## config.mk

```make
export PLATFORM = sky130hd
export DESIGN_NAME = seq_alu_flat
export DESIGN_NICKNAME = d
export VERILOG_FILES = /design/src/rtl/seq_alu_if.sv /design/src/rtl/seq_alu.sv /design/src/flat_wrapper.sv
export SDC_FILE = /design/constraint.sdc
export NUM_CORES = 1
export LEC_CHECK = 0
export BUFFER_PORTS_ARGS = -buffer_cell sky130_fd_sc_hd__buf_4
export CELL_PAD_IN_SITES_DETAIL_PLACEMENT = 0
export CELL_PAD_IN_SITES_GLOBAL_PLACEMENT = 1
export CORE_UTILIZATION = 40
export CTS_CLUSTER_DIAMETER = 120
export DETAILED_ROUTE_END_ITERATION = 10
export GPL_ROUTABILITY_DRIVEN = 0
export PLACE_DENSITY_LB_ADDON = 0.1
export SYNTH_ARGS = -nofsm -noshare
export SYNTH_HDL_FRONTEND = slang
export SYNTH_SLANG_ARGS = --single-unit
```

## constraint.sdc

```tcl
create_clock -name clk -period 9.09 [get_ports clk]
set_clock_uncertainty 0.1 [all_clocks]
set_input_delay 0.909 -clock clk [delete_from_list [all_inputs] [get_ports clk]]
set_output_delay 0.909 -clock clk [all_outputs]
set_load 0.01 [all_outputs]
```

## src/rtl/seq_alu_if.sv

```systemverilog
// seq_alu_if: start/busy/done operand and result bundle for seq_alu.
// The Overflow signal exists only when SEQ_ALU_OVERFLOW_EN is defined.
//
// Handshake: the master raises start for one cycle with operand1, operand2
// and ALUControl valid. The request is taken only when the ALU is neither
// busy nor mid-iteration (IDLE or DONE state). A start seen while busy=1 is
// dropped, not queued. done pulses for exactly one cycle when ALUResult,
// ALUHi and div_by_zero are valid. busy and done are never high together.
interface seq_alu_if #(
  parameter int WIDTH = 32
);
  logic             start;
  logic [WIDTH-1:0] operand1;
  logic [WIDTH-1:0] operand2;
  logic [3:0]       ALUControl;
  logic             busy;
  logic             done;
  logic [WIDTH-1:0] ALUResult;
  logic [WIDTH-1:0] ALUHi;
  logic             Zero;
  logic             div_by_zero;
`ifdef SEQ_ALU_OVERFLOW_EN
  logic             Overflow;
`endif

  modport master (
    output start, operand1, operand2, ALUControl,
    input  busy, done, ALUResult, ALUHi, Zero, div_by_zero
`ifdef SEQ_ALU_OVERFLOW_EN
    , input Overflow
`endif
  );

  modport slave (
    input  start, operand1, operand2, ALUControl,
    output busy, done, ALUResult, ALUHi, Zero, div_by_zero
`ifdef SEQ_ALU_OVERFLOW_EN
    , output Overflow
`endif
  );
endinterface

```

## src/rtl/seq_alu.sv

```systemverilog
// seq_alu: registered ALU for the multicycle MIPS core.
// Single-cycle ops complete one cycle after start; MULTU (shift-add) and
// DIVU (restoring) iterate WIDTH cycles in MUL/DIV and complete on the
// following cycle. Results hold until the next accepted operation completes.
// Optional feature macro: SEQ_ALU_OVERFLOW_EN adds the registered Overflow
// output for signed ADD/SUB.
module seq_alu #(
  parameter int WIDTH = 32,
  parameter int SHW   = $clog2(WIDTH)
) (
  input  logic       clk,
  input  logic       reset,
  seq_alu_if.slave   bus,
  output logic [1:0] dbg_state
);

  localparam int CW = SHW + 1;

  localparam logic [3:0] OP_AND   = 4'b0000;
  localparam logic [3:0] OP_OR    = 4'b0001;
  localparam logic [3:0] OP_ADD   = 4'b0010;
  localparam logic [3:0] OP_XOR   = 4'b0011;
  localparam logic [3:0] OP_NOR   = 4'b0100;
  localparam logic [3:0] OP_SLTU  = 4'b0101;
  localparam logic [3:0] OP_SUB   = 4'b0110;
  localparam logic [3:0] OP_SLT   = 4'b0111;
  localparam logic [3:0] OP_SLL   = 4'b1000;
  localparam logic [3:0] OP_SRL   = 4'b1001;
  localparam logic [3:0] OP_SRA   = 4'b1010;
  localparam logic [3:0] OP_MULTU = 4'b1100;
  localparam logic [3:0] OP_DIVU  = 4'b1101;

  typedef enum logic [1:0] {
    S_IDLE = 2'd0,
    S_MUL  = 2'd1,
    S_DIV  = 2'd2,
    S_DONE = 2'd3
  } state_t;

  state_t state_q, state_d;

  // Iteration registers shared by MUL and DIV.
  // MUL: work_hi = upper product half, work_lo = multiplier shifting out
  //      while low product bits shift in, opnd = multiplicand.
  // DIV: work_hi = partial remainder, work_lo = dividend shifting out while
  //      quotient bits shift in, opnd = divisor.
  logic [WIDTH-1:0] work_hi_q, work_hi_d;
  logic [WIDTH-1:0] work_lo_q, work_lo_d;
  logic [WIDTH-1:0] opnd_q, opnd_d;
  logic [CW-1:0]    cnt_q, cnt_d;

  // Visible result registers.
  logic [WIDTH-1:0] result_q, result_d;
  logic [WIDTH-1:0] hi_q, hi_d;
  logic             dbz_q, dbz_d;

  // Single-cycle datapath.
  logic [WIDTH-1:0] alu_out;
  logic [WIDTH-1:0] add_res;
  logic [WIDTH-1:0] sub_res;
  logic [SHW-1:0]   shamt;

  // Iteration datapath.
  logic [WIDTH:0]   mul_sum;
  logic [WIDTH:0]   div_shift;
  logic [WIDTH:0]   div_diff;
  logic             div_ge;

  logic accept;

`ifdef SEQ_ALU_OVERFLOW_EN
  logic ovf_q, ovf_d;
  logic alu_ovf;
`endif

  assign accept = bus.start && (state_q == S_IDLE || state_q == S_DONE);

  // Single-cycle operation results from the live operand inputs.
  always_comb begin
    add_res = bus.operand1 + bus.operand2;
    sub_res = bus.operand1 - bus.operand2;
    shamt   = bus.operand2[SHW-1:0];
    alu_out = '0;
    case (bus.ALUControl)
      OP_AND:  alu_out = bus.operand1 & bus.operand2;
      OP_OR:   alu_out = bus.operand1 | bus.operand2;
      OP_ADD:  alu_out = add_res;
      OP_XOR:  alu_out = bus.operand1 ^ bus.operand2;
      OP_NOR:  alu_out = ~(bus.operand1 | bus.operand2);
      OP_SLTU: alu_out = {{(WIDTH-1){1'b0}}, (bus.operand1 < bus.operand2)};
      OP_SUB:  alu_out = sub_res;
      OP_SLT:  alu_out = {{(WIDTH-1){1'b0}},
                          ($signed(bus.operand1) < $signed(bus.operand2))};
      OP_SLL:  alu_out = bus.operand1 << shamt;
      OP_SRL:  alu_out = bus.operand1 >> shamt;
      OP_SRA:  alu_out = $unsigned($signed(bus.operand1) >>> shamt);
      default: alu_out = '0;
    endcase
  end

`ifdef SEQ_ALU_OVERFLOW_EN
  // Signed overflow: ADD with like-signed operands, SUB with unlike-signed
  // operands, where the result sign disagrees with operand1.
  always_comb begin
    alu_ovf = 1'b0;
    case (bus.ALUControl)
      OP_ADD: alu_ovf = (bus.operand1[WIDTH-1] == bus.operand2[WIDTH-1]) &&
                        (add_res[WIDTH-1] != bus.operand1[WIDTH-1]);
      OP_SUB: alu_ovf = (bus.operand1[WIDTH-1] != bus.operand2[WIDTH-1]) &&
                        (sub_res[WIDTH-1] != bus.operand1[WIDTH-1]);
      default: alu_ovf = 1'b0;
    endcase
  end
`endif

  // One shift-add multiply step and one restoring divide step.
  always_comb begin
    mul_sum   = {1'b0, work_hi_q} + (work_lo_q[0] ? {1'b0, opnd_q} : '0);
    div_shift = {work_hi_q, work_lo_q[WIDTH-1]};
    div_ge    = (div_shift >= {1'b0, opnd_q});
    div_diff  = div_shift - {1'b0, opnd_q};
  end

  // Next-state and next-register logic for the operation FSM.
  always_comb begin
    state_d   = state_q;
    work_hi_d = work_hi_q;
    work_lo_d = work_lo_q;
    opnd_d    = opnd_q;
    cnt_d     = cnt_q;
    result_d  = result_q;
    hi_d      = hi_q;
    dbz_d     = dbz_q;
`ifdef SEQ_ALU_OVERFLOW_EN
    ovf_d     = ovf_q;
`endif
    case (state_q)
      S_IDLE, S_DONE: begin
        if (accept) begin
          dbz_d = 1'b0;
          case (bus.ALUControl)
            OP_MULTU: begin
              opnd_d    = bus.operand1;
              work_hi_d = '0;
              work_lo_d = bus.operand2;
              cnt_d     = CW'(WIDTH);
              state_d   = S_MUL;
            end
            OP_DIVU: begin
              if (bus.operand2 == '0) begin
                result_d = '1;
                hi_d     = bus.operand1;
                dbz_d    = 1'b1;
`ifdef SEQ_ALU_OVERFLOW_EN
                ovf_d    = 1'b0;
`endif
                state_d  = S_DONE;
              end else begin
                opnd_d    = bus.operand2;
                work_hi_d = '0;
                work_lo_d = bus.operand1;
                cnt_d     = CW'(WIDTH);
                state_d   = S_DIV;
              end
            end
            default: begin
              result_d = alu_out;
              hi_d     = '0;
`ifdef SEQ_ALU_OVERFLOW_EN
              ovf_d    = alu_ovf;
`endif
              state_d  = S_DONE;
            end
          endcase
        end else begin
          state_d = S_IDLE;
        end
      end
      S_MUL: begin
        work_hi_d = mul_sum[WIDTH:1];
        work_lo_d = {mul_sum[0], work_lo_q[WIDTH-1:1]};
        cnt_d     = cnt_q - CW'(1);
        if (cnt_q == CW'(1)) begin
          result_d = {mul_sum[0], work_lo_q[WIDTH-1:1]};
          hi_d     = mul_sum[WIDTH:1];
`ifdef SEQ_ALU_OVERFLOW_EN
          ovf_d    = 1'b0;
`endif
          state_d  = S_DONE;
        end
      end
      S_DIV: begin
        work_hi_d = div_ge ? div_diff[WIDTH-1:0] : div_shift[WIDTH-1:0];
        work_lo_d = {work_lo_q[WIDTH-2:0], div_ge};
        cnt_d     = cnt_q - CW'(1);
        if (cnt_q == CW'(1)) begin
          result_d = {work_lo_q[WIDTH-2:0], div_ge};
          hi_d     = div_ge ? div_diff[WIDTH-1:0] : div_shift[WIDTH-1:0];
`ifdef SEQ_ALU_OVERFLOW_EN
          ovf_d    = 1'b0;
`endif
          state_d  = S_DONE;
        end
      end
      default: state_d = S_IDLE;
    endcase
  end

  // State and datapath registers; reset overrides any in-flight iteration.
  always_ff @(posedge clk) begin
    if (reset) begin
      state_q   <= S_IDLE;
      work_hi_q <= '0;
      work_lo_q <= '0;
      opnd_q    <= '0;
      cnt_q     <= '0;
      result_q  <= '0;
      hi_q      <= '0;
      dbz_q     <= 1'b0;
`ifdef SEQ_ALU_OVERFLOW_EN
      ovf_q     <= 1'b0;
`endif
    end else begin
      state_q   <= state_d;
      work_hi_q <= work_hi_d;
      work_lo_q <= work_lo_d;
      opnd_q    <= opnd_d;
      cnt_q     <= cnt_d;
      result_q  <= result_d;
      hi_q      <= hi_d;
      dbz_q     <= dbz_d;
`ifdef SEQ_ALU_OVERFLOW_EN
      ovf_q     <= ovf_d;
`endif
    end
  end

  assign bus.busy        = (state_q == S_MUL) || (state_q == S_DIV);
  assign bus.done        = (state_q == S_DONE);
  assign bus.ALUResult   = result_q;
  assign bus.ALUHi       = hi_q;
  assign bus.Zero        = (result_q == '0);
  assign bus.div_by_zero = dbz_q;
`ifdef SEQ_ALU_OVERFLOW_EN
  assign bus.Overflow    = ovf_q;
`endif
  assign dbg_state       = state_q;

endmodule

```

## src/flat_wrapper.sv

```systemverilog
// flat-port wrapper written by rule: the top's interface ports become plain ports
module seq_alu_flat 
#(
  parameter int WIDTH = 32,
  parameter int SHW   = $clog2(WIDTH)
)
  (clk, reset, dbg_state, bus_start, bus_operand1, bus_operand2, bus_ALUControl, bus_busy, bus_done, bus_ALUResult, bus_ALUHi, bus_Zero, bus_div_by_zero);
  seq_alu_if #(.WIDTH(WIDTH)) bus_i ();
  input  logic clk;
  input  logic reset;
  output logic [1:0] dbg_state;
  input wire logic [$bits(bus_i.start)-1:0] bus_start;
  input wire logic [$bits(bus_i.operand1)-1:0] bus_operand1;
  input wire logic [$bits(bus_i.operand2)-1:0] bus_operand2;
  input wire logic [$bits(bus_i.ALUControl)-1:0] bus_ALUControl;
  output wire logic [$bits(bus_i.busy)-1:0] bus_busy;
  output wire logic [$bits(bus_i.done)-1:0] bus_done;
  output wire logic [$bits(bus_i.ALUResult)-1:0] bus_ALUResult;
  output wire logic [$bits(bus_i.ALUHi)-1:0] bus_ALUHi;
  output wire logic [$bits(bus_i.Zero)-1:0] bus_Zero;
  output wire logic [$bits(bus_i.div_by_zero)-1:0] bus_div_by_zero;
  assign bus_i.start = bus_start;
  assign bus_i.operand1 = bus_operand1;
  assign bus_i.operand2 = bus_operand2;
  assign bus_i.ALUControl = bus_ALUControl;
  assign bus_busy = bus_i.busy;
  assign bus_done = bus_i.done;
  assign bus_ALUResult = bus_i.ALUResult;
  assign bus_ALUHi = bus_i.ALUHi;
  assign bus_Zero = bus_i.Zero;
  assign bus_div_by_zero = bus_i.div_by_zero;
  seq_alu #(.WIDTH(WIDTH), .SHW(SHW)) u_core (.clk(clk), .reset(reset), .bus(bus_i), .dbg_state(dbg_state));
endmodule
```

# == Yosys cells after proc, flatten, opt, wreduce, memory -nomap -nowiden ==
# Index checks and enable logic that the tools add are counted.
# op_classes
addsub,5
n_lt_le_gt_ge,3
eq_ne,25
shift,3
muxes,36
bitwise,4
n_reduce_logical,14
# ops
cell,count
32-bit two-way mux,15
32-bit case mux with 3 select lines,4
32-bit case mux with 11 select lines,1
32-bit case mux with 2 select lines,5
32-bit logical NOT,2
32-bit < comparator,2
32-bit subtractor,2
32-bit by 32-bit adder with 33-bit output,1
33-bit by 32-bit greater-or-equal comparator with 1-bit output,1
32-bit adder,1
32-bit bitwise AND,1
32-bit NOT,1
32-bit OR,1
32-bit by 5-bit << shifter with 32-bit output,1
32-bit by 5-bit >> shifter with 32-bit output,1
32-bit by 5-bit >>> shifter with 32-bit output,1
32-bit XOR,1
6-bit case mux with 2 select lines,2
4-bit equality test (second input constant),5
4-bit by 3-bit equality test with 1-bit output (second input constant),4
6-bit two-way mux,2
4-bit by 2-bit equality test with 1-bit output (second input constant),2
2-bit by 1-bit inequality test with 1-bit output (second input constant),4
2-bit case mux with 2 select lines,2
other kinds (20),28
# totals
regBits,169
in_bits,71
output_inout_bits,70
elab_cells,98

# == Logic depth before layout (Yosys ltp) ==
# logic_depth
word_depth,6
mapped_depth,17
depth_no_buf,14

# == Worst setup path after synthesis ==
# No wires, ideal clock.
# synth_timing
path_type,input port to flip-flop
startpoint,input bus_operand2[2]
endpoint,register u_core.result_q[25] (netlist: u_core.bus.ALUResult[25])
setup_ns,0.132
arrival_time_ns,4.468
t_required_ns,8.858
setup_slack_ns,4.390
stages,17
n_path_buf,5
cell_sequence,buf_2 -> inv_2 -> buf_4 -> buf_1 -> clkbuf_1 -> ha_1 -> clkbuf_1 -> o21ai_0 -> o21bai_1 -> a211o_1 -> a31o_2 -> a211oi_2 -> o21bai_1 -> a21o_1 -> mux2_2 -> a221oi_1 -> nor3_1
# synth_between
elab_chain_cells,5
word_cells_on_any_way,12
cone_classes,2 x add/sub; 1 x eq/ne; 3 x shift; 4 x mux; 2 x reduce/logical
# synth_lines
element,line_no,source
from (decl),flat_wrapper.sv:14,input wire logic [$bits(bus_i.operand2)-1:0] bus_operand2;
"32-bit subtractor, or another cell as far along",seq_alu.sv:81,sub_res = bus.operand1 - bus.operand2;
32-bit case mux with 11 select lines,seq_alu.sv:84,case (bus.ALUControl)
32-bit case mux with 2 select lines,seq_alu.sv:141,case (bus.ALUControl)
32-bit two-way mux,seq_alu.sv:139,if (accept) begin
32-bit case mux with 3 select lines,seq_alu.sv:137,case (state_q)
to (signal assigned),seq_alu.sv:229,result_q <= result_d;
to (decl),seq_alu.sv:53,"logic [WIDTH-1:0] result_q, result_d;"
# Several ways; a longest one is shown, not always the timed one. The select of a mux whose other input is x is not followed.
# A chain may end at the register's enable or synchronous reset.

# == Final worst setup path ==
# layout_timing
startpoint,input bus_operand2[2]
endpoint,register u_core.result_q[10] (netlist: u_core.bus.ALUResult[10])
# The elaborated chain is that of the path after synthesis.

==> metrics.yaml <==
grt_pass1_wl_mm: 148
p_leak_nw: 9.11
worst_pin_slew_ns: 1.21
postRouteWirelength_mm: 102
fp.dieW_um: 229
crit_path_frequent_cell: "buf_4"
grt_pass1_vias: 21800
antenna_found_initial: 6
slowest_delay_ns: 1.00
drc: 0
cts-hold-fix-buffers: 0
clock-sinks: 169
clk_pin_slew_ns: 0.07
synthArstFlopShare: 0
cp.arrival_ns: 4.93
yosys_warnings: 0
areaGrowthSynthToFinish_pct: 8.68
ys_types: 96
vias_per_cell: 6.66
crit_chain: "buf_4 -> inv_2 -> buf_4 -> nand2_1 -> nor3_1 -> nand4_1 -> o21ai_0 -> and2_4 -> o22ai_1 -> a311oi_1"
finalSetupTns_ns: 0
cts_setup_buffers: 0
ys_top_cells_by_count: "nor2_1, nand2_1, a21oi_1, clkbuf_1"
grt_usage: 0.376
ys_seq_area_frac: 0.165
overflow: 0
end_kind: "flip-flop"
fmax_mhz: 214
path_buf_inv: 3
cts-root-buf: "clkbuf_16"
die-area_mm2: 0.0523
irDropWorstVdd_mv: 0.290
power_density_mw_per_mm2: 289
critPathTopFamily: "simple AND/OR/NAND/NOR gates"
setup_viol: 0
firstDrtPassIters: 6
syn_inst: 2930
rows: 82
cts_tree: "yes"
synth_nets: 3174
io_pins: 141
drive_gt1_frac: 0.108
synth_area_mm2: 0.0206
final_max_slew_viol_count: 0
synth_top_area_cell: "dfxtp_1"
antenna_left: 0
post-synth-top-count-cell: "nor2_1"
vias: 23800
dp_cells: 3534
clock_latency_ns: 0.45
crit_type: "in2reg"
startpoint_type: "input pin"
synth_top_area_share: 0.165
maxCapViolCount: 0
place_ws_ns: 4.14
status: "complete, no violations"
crit_required_ns: 9.35
wire_per_inst_um: 28.5
worstPathMaxFanout: 96
slowest_stage: "and2_4"
min_period_ns: 4.68
hp-class: "reg2reg"
stdcell_count: 3568
grt_max_degree: 112
clock_path_buffers: 2
avgSynthCellArea_um2: 7.01
cts_made_buffers: 17
start_util: 0.408
nets: 3125
rsz0062_at_grt: "false"
ys_seq_elements: 169
synth-edff-count: 0
slew_headroom: 0.193
hold_viol: 0
port_buffers: 140
h-tree-depth: 4
synth_area_leaders: "dfxtp_1, ha_1, a21oi_1"
synth-main-ff-cell: "dfxtp_1"
dpl.hpwl_mm: 74.8
cts-resized-gates: 0
die_y_um: 229
coreArea_mm2: 0.0504
fin_crit_sh: 0.514
drtIter0Drc: 3312
layout_setup_ws_ns: 4.41
## placed cells by master, fill, tap and decap left out, types with 41 or more instances in the layout
cell type	synthesis	final
nand3_1	50	50
a22oi_1	41	41
nand2_1	313	313
o21ai_0	160	160
o22ai_1	41	41
xnor2_1	44	44
nor2_1	355	352
a21o_1	53	53
a211oi_1	83	83
dfxtp_1	169	169
a21oi_1	279	279
nor3_1	89	87
buf_4	7	175
inv_1	147	147
mux2i_1	60	60
a311oi_1	71	71
ha_1	169	169
## area by class of cell
type	count	area (µm²)
fill	5321	28000
multi-input combinational	2367	15600
sequential	169	3380
timing repair buffer	176	1330
tap	672	841
inverter	150	563
clock buffer	21	460
clock inverter	9	139
antenna	4	10.0
## worst register-to-register path: cells and delay by family (launching register included)
| kind | cells | cell delay, ns |
|---|---|---|
| AO/OA/AOI/OAI | 7 | 2.74 |
| AND/OR/NAND/NOR | 3 | 0.77 |
| adder cells (fa/ha/maj) | 1 | 0.40 |
| flip-flops | 1 | 0.38 |
| buffers and inverters | 1 | 0.07 |
## final timing paths
path                  startpoint                  endpoint  slack [ns]  depth (start not counted)
max              bus_operand2[2]  u_core.bus.ALUResult[10]        4.41                         10
max reg2reg    u_core.opnd_q[12]      u_core.bus.ALUHi[25]        4.46                         12
min          u_core.work_lo_q[0]       u_core.work_lo_q[0]        0.38                          2
min reg2reg  u_core.work_lo_q[0]       u_core.work_lo_q[0]        0.38                          2
## cells by family (layout without fill, tap and decap cells)
family | after synthesis | in the layout | share of synthesized area
mux | 111 | 111 | 0.0747
fa+ha+maj | 173 | 173 | 0.107
buf+inv | 394 | 356 | 0.0776
xor+xnor | 71 | 71 | 0.0303
other cells | 0 | 4 | 0
simple gates | 1005 | 1005 | 0.220
compound gates | 1007 | 1007 | 0.326
flops | 169 | 169 | 0.165
## metrics by stage
step | util | instance area, µm² | hold WS [ns] | power, mW
after global placement | 0.431 | 21700 | 0.358 | 5.55
after global routing | 0.443 | 22300 | 0.414 | 6.86
after CTS | 0.443 | 22300 | 0.382 | 6.38
final | 0.443 | 22300 | 0.381 | 6.46
after detailed placement | 0.431 | 21700 | 0.373 | 5.58
after floorplan | - | 20600 | 0.344 | 4.40
## power breakdown
part | internal (mW) | total (mW) | leakage, nW | switching, mW
Sequential | 0.932 | 1.13 | 1.38 | 0.202
Clock | 0.446 | 0.780 | 0.282 | 0.334
Combinational | 1.69 | 4.55 | 7.45 | 2.86
Total | 3.07 | 6.46 | 9.11 | 3.39
## sequential cells by signal, summed over array words and instances, names as in the netlist
name / flops
u_core.dbg_state: 2
u_core.cnt_q: 6
u_core.bus.div_by_zero: 1
u_core.bus.ALUHi: 32
u_core.opnd_q: 32
u_core.work_lo_q: 32
u_core.work_hi_q: 32
u_core.bus.ALUResult: 32
## metal layers
| metal | part of all wire | up-vias | routed length (µm) | GRT usage |
|---|---|---|---|---|
| met5 | 0.00029 | - | 30 | 0 |
| met4 | 0.084 | 4 | 8500 | 0.275 |
| met3 | 0.11 | 346 | 11200 | 0.0936 |
| met2 | 0.41 | 1539 | 41800 | 0.547 |
| met1 | 0.40 | 11200 | 40300 | 0.480 |
| li1 | - | 10600 | - | - |
Power figures use the tool's default switching activity.
